**src/rtl/span_ims_sched.sv**
```systemverilog
// span_ims_sched -- job scheduler for the SPAN inter-month spread charge engine.
//
// Round-robin arbitrates NREQ requesters, loads the winner's legs and a snapshot
// of the staged product configuration into the engine input registers, pulses
// the engine reset for one cycle, waits SETTLE cycles, then captures eng_tsc and
// returns it tagged with the requester index. One job in flight at a time.
//
// Ports:
//   clk, reset          clock; synchronous active-low reset
//   req / gnt           level requests; one-hot grant held for the whole LOAD phase
//   in_valid/in_ready   leg beat handshake (in_ready only in LOAD)
//   in_pos/in_mat/in_last  leg position, maturity index, final-leg flag
//   cfg_we/addr/data    config staging writes (always accepted)
//   eng_rst_n           engine synchronous active-low reset
//   eng_pos/eng_mat     per-slot leg inputs to the engine
//   eng_tier/sc/out     active config snapshot driven to the engine
//   eng_tsc             engine total spread charge
//   res_valid/ready     result handshake
//   res_tsc/res_id      captured TSC and owning requester index
module span_ims_sched #(
    parameter int NREQ   = 2,
    parameter int LEGS   = 8,
    parameter int SETTLE = 6
) (
    input  logic                      clk,
    input  logic                      reset,
    input  logic [NREQ-1:0]           req,
    output logic [NREQ-1:0]           gnt,
    input  logic                      in_valid,
    output logic                      in_ready,
    input  logic [15:0]               in_pos,
    input  logic [7:0]                in_mat,
    input  logic                      in_last,
    input  logic                      cfg_we,
    input  logic [3:0]                cfg_addr,
    input  logic [7:0]                cfg_data,
    output logic                      eng_rst_n,
    output logic [LEGS-1:0][15:0]     eng_pos,
    output logic [LEGS-1:0][7:0]      eng_mat,
    output logic [2:0][3:0]           eng_tier,
    output logic [5:0][7:0]           eng_sc,
    output logic [2:0][7:0]           eng_out,
    input  logic [15:0]               eng_tsc,
    output logic                      res_valid,
    input  logic                      res_ready,
    output logic [15:0]               res_tsc,
    output logic [$clog2(NREQ)-1:0]   res_id
);

    localparam int IDW = $clog2(NREQ);
    localparam int KW  = (LEGS > 1) ? $clog2(LEGS) : 1;
    localparam int CW  = (SETTLE > 1) ? $clog2(SETTLE) : 1;

    typedef enum logic [2:0] {
        S_IDLE,
        S_LOAD,
        S_CLEAR,
        S_SETTLE,
        S_RESULT
    } state_t;

    state_t          state;
    state_t          state_nx;
    logic [IDW-1:0]  rr_ptr;
    logic [IDW-1:0]  gnt_idx;
    logic [IDW-1:0]  win_idx;
    logic [KW-1:0]   slot;
    logic [CW-1:0]   cnt;
    logic            load_end;

    logic [2:0][3:0] stg_tier, tier_nx;
    logic [5:0][7:0] stg_sc,   sc_nx;
    logic [2:0][7:0] stg_out,  out_nx;

    // Round robin: lowest requesting index above rr_ptr, else lowest at or
    // below it. Both loops run high-to-low so the lowest match is written last,
    // and the second loop overrides the wrap-around candidate when one exists.
    always_comb begin
        win_idx = '0;
        for (int unsigned j = NREQ; j > 0; j--) begin
            if (req[j-1] && ((j - 1) <= 32'(rr_ptr))) win_idx = IDW'(j - 1);
        end
        for (int unsigned j = NREQ; j > 0; j--) begin
            if (req[j-1] && ((j - 1) > 32'(rr_ptr))) win_idx = IDW'(j - 1);
        end
    end

    // Staging with the current write applied; the grant snapshot reads this so
    // a write in the grant cycle reaches that job.
    always_comb begin
        tier_nx = stg_tier;
        sc_nx   = stg_sc;
        out_nx  = stg_out;
        if (cfg_we) begin
            for (int unsigned i = 0; i < 3; i++) begin
                if (cfg_addr == 4'(i)) tier_nx[i] = cfg_data[3:0];
            end
            for (int unsigned i = 0; i < 6; i++) begin
                if (cfg_addr == 4'(i + 3)) sc_nx[i] = cfg_data;
            end
            for (int unsigned i = 0; i < 3; i++) begin
                if (cfg_addr == 4'(i + 9)) out_nx[i] = cfg_data;
            end
        end
    end

    // LEGS-th beat ends the phase even without in_last.
    assign load_end = in_valid && (in_last || (slot == KW'(LEGS - 1)));

    always_ff @(posedge clk) begin
        if (!reset) state <= S_IDLE;
        else        state <= state_nx;
    end

    always_comb begin
        state_nx  = state;
        in_ready  = 1'b0;
        res_valid = 1'b0;
        gnt       = '0;
        case (state)
            S_IDLE:   if (|req) state_nx = S_LOAD;
            S_LOAD: begin
                in_ready     = 1'b1;
                gnt[gnt_idx] = 1'b1;
                if (load_end) state_nx = S_CLEAR;
            end
            S_CLEAR:  state_nx = S_SETTLE;
            S_SETTLE: if (cnt == CW'(SETTLE - 1)) state_nx = S_RESULT;
            S_RESULT: begin
                res_valid = 1'b1;
                if (res_ready) state_nx = S_IDLE;
            end
            default:  state_nx = S_IDLE;
        endcase
    end

    assign res_id = gnt_idx;

    always_ff @(posedge clk) begin
        if (!reset) begin
            rr_ptr    <= IDW'(NREQ - 1);
            gnt_idx   <= '0;
            slot      <= '0;
            cnt       <= '0;
            eng_rst_n <= 1'b0;
            eng_pos   <= '0;
            eng_mat   <= '0;
            eng_tier  <= '0;
            eng_sc    <= '0;
            eng_out   <= '0;
            res_tsc   <= '0;
            stg_tier  <= '0;
            stg_sc    <= '0;
            stg_out   <= '0;
        end else begin
            eng_rst_n <= (state_nx != S_CLEAR);
            stg_tier  <= tier_nx;
            stg_sc    <= sc_nx;
            stg_out   <= out_nx;
            case (state)
                S_IDLE: begin
                    if (|req) begin
                        gnt_idx  <= win_idx;
                        slot     <= '0;
                        eng_tier <= tier_nx;
                        eng_sc   <= sc_nx;
                        eng_out  <= out_nx;
                        // Empty slots: maturity 8'hFF matches no tier.
                        eng_pos  <= '0;
                        eng_mat  <= '1;
                    end
                end
                S_LOAD: begin
                    if (in_valid) begin
                        eng_pos[slot] <= in_pos;
                        eng_mat[slot] <= in_mat;
                        slot          <= slot + KW'(1);
                    end
                end
                S_CLEAR:  cnt <= '0;
                S_SETTLE: begin
                    cnt <= cnt + CW'(1);
                    if (cnt == CW'(SETTLE - 1)) res_tsc <= eng_tsc;
                end
                S_RESULT: begin
                    if (res_ready) rr_ptr <= gnt_idx;
                end
                default: ;
            endcase
        end
    end

endmodule
```
**config.mk**
```make
export PLATFORM = sky130hd
export DESIGN_NAME = span_ims_sched
export DESIGN_NICKNAME = d
export VERILOG_FILES = /design/src/rtl/span_ims_sched.sv
export SDC_FILE = /design/constraint.sdc
export NUM_CORES = 1
export LEC_CHECK = 0
export CAP_MARGIN = 20
export CORE_ASPECT_RATIO = 1.4
export CORE_MARGIN = 5
export CORE_UTILIZATION = 49
export DETAILED_ROUTE_END_ITERATION = 10
export PLACE_DENSITY = 0.8
export SLEW_MARGIN = 25
export SYNTH_ARGS = -nofsm -noshare
export SYNTH_HDL_FRONTEND = slang
export SYNTH_SLANG_ARGS = --single-unit
```
**constraint.sdc**
```tcl
create_clock -name clk -period 2.35 [get_ports clk]
set_input_delay 0.47 -clock clk [delete_from_list [all_inputs] [get_ports clk]]
set_output_delay 0.47 -clock clk [all_outputs]
set_load 0.02 [all_outputs]
```
* Word-level counts from Yosys, hierarchy flattened *
Index checks and enable logic that the tools add are counted.

operators by class
  add/sub/neg operators = 2
  order comparisons = 6
  equal/unequal tests = 20
  muxes and demuxes = 44
  reduce and logical (&&, ||, !) cells = 15

operators with widths
  kind                                                                   number
  128-bit 2-to-1 mux                                                     2
  128-bit one-hot mux with 2 select lines                                1
  128-bit bitwise mux                                                    1
  64-bit 2-to-1 mux                                                      2
  64-bit one-hot mux with 2 select lines                                 1
  8-bit 2-to-1 mux                                                       10
  64-bit bitwise mux                                                     1
  16-bit demux with 3-bit select                                         1
  48-bit 2-to-1 mux                                                      1
  8-bit demux with 3-bit select                                          1
  24-bit 2-to-1 mux                                                      1
  3-bit 2-to-1 mux                                                       6
  4-bit by 3-bit equality test with 1-bit output, second input constant  4
  4-bit equality test, second input constant                             4
  16-bit 2-to-1 mux                                                      1
  3-bit one-hot mux with 5 select lines                                  1
  12-bit 2-to-1 mux                                                      1
  4-bit 2-to-1 mux                                                       3
  3-bit one-hot mux with 2 select lines                                  2
  3-bit equality test, second input constant                             3
  4-bit by 2-bit equality test with 1-bit output, second input constant  2
  3-bit by 1-bit adder with 3-bit output, second input constant          2
  3-bit by 2-bit equality test with 1-bit output, second input constant  2
  1-bit 2-to-1 mux                                                       6
  20 further kinds                                                       28

word-level totals
  flip-flop bits (word level) = 388
  word-level logic and storage cells = 134

* Depth between registers and ports, before layout *
  word-level depth = 7
  depth in mapped cells = 7
  gate-level depth less buffers = 5

* Least setup slack after synthesis *
OpenSTA, ideal clock, no wires.

  kind = reg-to-output
  from = reg state[0]
  to = out gnt[0]
  data arrival time = 1.637 ns
  path slack = 0.243 ns
  stages on the path, launching flop included = 4
  cell sequence = dfxtp_1 -> buf_2 -> nor3b_1 -> nor2b_1

on the way
  cells in the longest elaborated chain, start to end = 2

ends and longest elaborated chain
  what                                            RTL line  RTL
  start, declared                                 62        state_t state;
  start signal, assigned                          112       else state <= state_nx;
  3-bit by 1-bit equality test with 1-bit output  120       case (state)
  2-bit 2-to-1 mux                                120
  end, declared                                   28        output logic [NREQ-1:0] gnt,

No other way between the ends.

* Worst setup path in the final report *
  from = reg state[1]
  to = out gnt[1]

The elaborated chain is that of the path after synthesis.

==> results.ini <==
[critical_path]
critical_path_class = reg -> out
worst_path_largest_cell_delay_ps = 410
timing.critical_path.to_type = primary output
timing.critical_path.slowest_stage_cell = dfxtp_1
crit_arrival_ps = 1790
worst-path-max-fanout = 7
crit_path_start_kind = flip-flop
cell_breakdown_of_the_critical_path = nor3b_4, buf_4, and2_1, dlygate4sd2_1
critPathRequiredTime_ps = 1880

[global_route]
number_of_antenna_violations_at_the_first_check_in_global_routing = 2
grt_pass1_vias = 13100
grtUsageTotal_pct = 27.9
largest_net_degree_at_the_start_of_global_routing = 148
grt_overflow_total = 0
global_route_wire_length_before_repair_mm = 73.9

[cts]
clk_latency_ps = 530
postCtsSetupRepairBufs = 0
cts_inserted_buffers = 37
clock-root-buffer = clkbuf_16
cts_tree = done
clkTransAtPathRegs_ps = 60
numClockSinks = 388
cts-root-to-sink-buffers = 3
clock_tree.htree_level_count = 2
holdBufCountCts = 0

[logic_synthesis]
synth.top_cell.area_share_pct = 53.7
synth_seq_cells = 388
synth-async-reset-ratio_pct = 0
distinct_cells_synth = 44
synth_enable_flop_cells = 0
synth.yosys.seq_area_share_pct = 53.7
synth.top_cells.by_area = dfxtp_1 54%, a32o_1 8.9%, a21oi_1 6.6%
synth.cells.most_frequent = 388 x dfxtp_1, 192 x a21oi_1, 128 x a32o_1
synth_top_flop_cell = dfxtp_1
netlist_area_mm2 = 0.0145
yosys.cell_count.top_type = dfxtp_1
count_of_synthesis_stage_warnings_from_yosys = 0
synth_top_area_cell = dfxtp_1
synthesis.instances = 1434
synthesis.area_per_instance_um2 = 10.1
synth_fp_nets = 1498

[place]
detailed_place.area_mm2 = 0.0186
gp_congestion = 0.880
dp.cells = 2074
place.detailed.hpwl_mm = 33.4
numPortBuffers = 357

[floorplanning]
die-height_um = 213
initial_core_utilization_pct = 49.5
ios = 358
floorplan.rows = 74
coreArea_mm2 = 0.0292
dieWidth_um = 155
floorplan.die_area_mm2 = 0.0331

[power_and_ir_drop]
pwr-share-clk_pct = 38.7
power.internal_w = 0.0113
combinational_cell_fraction_of_total_power_pct = 15.2
seq_power_share_pct = 46.1
switching_share_pct = 26.4
p_leak_nw = 6.91
report.power.total_w = 0.0154
vdd.ir_drop.worst_mv = 0.608
power.density_cell_area_mw_per_mm2 = 778
netSwitchingPower_w = 0.00407

[sta]
timing_max_transition_violations_final = 0
hold_viol_final = 0
worstMarginPinSlew_ps = 736
fin_skew_ps = 19.8
fin_crit_sh_pct = 96.2
final_period_minus_worst_setup_slack_ps = 2260
rsz_0062_raised_after_global_routing = false
setup_viol_count_final = 0
slew_hr_pct = 50.9
worst_hold_margin_ps = 473
achievable-frequency_mhz = 442
setup_tns_ps = 0

[final_layout]
layoutNonFillerInstCount = 2139
final_area_mm2 = 0.0198
areaGrowthSynthToFinish_pct = 37.0
post_route_cells_drive_above_1_share_pct = 8.81
antenna_cells = 0
final_net_count = 1797
fillCellCount = 2233

[routing]
post_drt_wl_per_cell_um = 23.1
vias_per_inst = 6.40
routed_wire_length_mm = 49.4
routed-via-count = 13700
drt_pass1_iterations = 6
first_iter_violations = 1459
drcViolationCount = 0
route.antenna.remaining_nets = 0

[job]
maxCapViolations = 0

[run_status]
status = finished clean

[min_path]
hold_class = reg -> reg

==> critical path, delay by kind of cell (launching register included) <==
| kind | cells | cell delay, ps |
|---|---|---|
| buffers and inverters | 2 | 510 |
| flip-flops | 1 | 410 |
| AND/OR/NAND/NOR | 2 | 360 |
==> logic make-up (layout without fill, tap and decap cells) <==
logic type	after synthesis	after routing	synth area share, %
AOI/OAI and AO/OA	582	582	29.2
adders and majority gates	4	4	0.346
buffers and inverters	185	510	5.89
DFF	388	388	53.7
and+or+nand+nor	275	275	10.8
==> metrics by stage <==
step	utilization (%)	setup slack (ps)
after global routing	67.9	2.76
after CTS	67.8	43.4
final	67.9	89.4
after global placement	63.7	52.2
after detailed placement	63.7	-5.46
after floorplan	-	243
==> timing repair <==
action	4_1_cts	5_1_grt
cloned	0	0
setup endpoints to repair	4	2
gates resized for setup	5	3
==> per-layer routing <==
metal  up-vias  GRT usage, %  wire [um]
li1       6139             -          -
met1      6622          32.2      17600
met2       783          48.7      24700
met3       147          6.47       4680
met4         4          13.2       2330
met5         -             0         38
==> cell usage in the layout, fill, tap and decap left out, types with 7 or more instances in the layout <==
cell             count
a21oi_1            191
o21ai_0             98
clkinv_2             8
buf_12              21
and2_1              18
nand3_1             50
nor2_1              21
nand3b_1             7
nand2_1             57
o311a_1             64
clkbuf_1             9
a311oi_1            84
clkdlybuf4s50_1    352
and4b_1             10
buf_4               63
nand2b_1             7
or3_1               65
clkbuf_16           39
dfxtp_1            387
a32o_1             128
==> worst paths after layout <==
| check | from | endpoint | slack (ps) | cells after the start |
|---|---|---|---|---|
| max | state[1] | gnt[1] | 90 | 4 |
| min | cnt[1] | cnt[1] | 470 | 2 |
| max reg2reg | slot[1] | eng_pos[47] | 300 | 3 |
| min reg2reg | cnt[1] | cnt[1] | 470 | 2 |
==> layout make-up <==
cell class	instances	area [um2]	area share (%)
clock buffer	50	1040	5.24
clock inverter	15	164	0.828
multi-input combinational	861	5870	29.7
timing repair buffer	441	4460	22.5
tap	380	475	2.40
sequential	388	7770	39.2
inverter	4	20.0	0.101
==> power groups by stage <==
stage | Combinational, W | Sequential [W] | Clock (W)
6_report | 0.00234 | 0.00710 | 0.00596
5_1_grt | 0.00246 | 0.00712 | 0.00631
4_1_cts | 0.00233 | 0.00709 | 0.00602
3_5_place_dp | 0.00232 | 0.00723 | 0
3_3_place_gp | 0.00229 | 0.00723 | 0
2_1_floorplan | 0.000854 | 0.00753 | 0
==> registers in the layout, summed over array words and instances (netlist names), 3 cells and up <==
signal    flops
cnt           3
eng_mat      64
eng_out      24
eng_pos     128
eng_sc       48
eng_tier     12
res_tsc      16
slot          3
state         3
stg_out      24
stg_sc       48
stg_tier     12
Note: power is estimated with default switching activity, not from simulation.
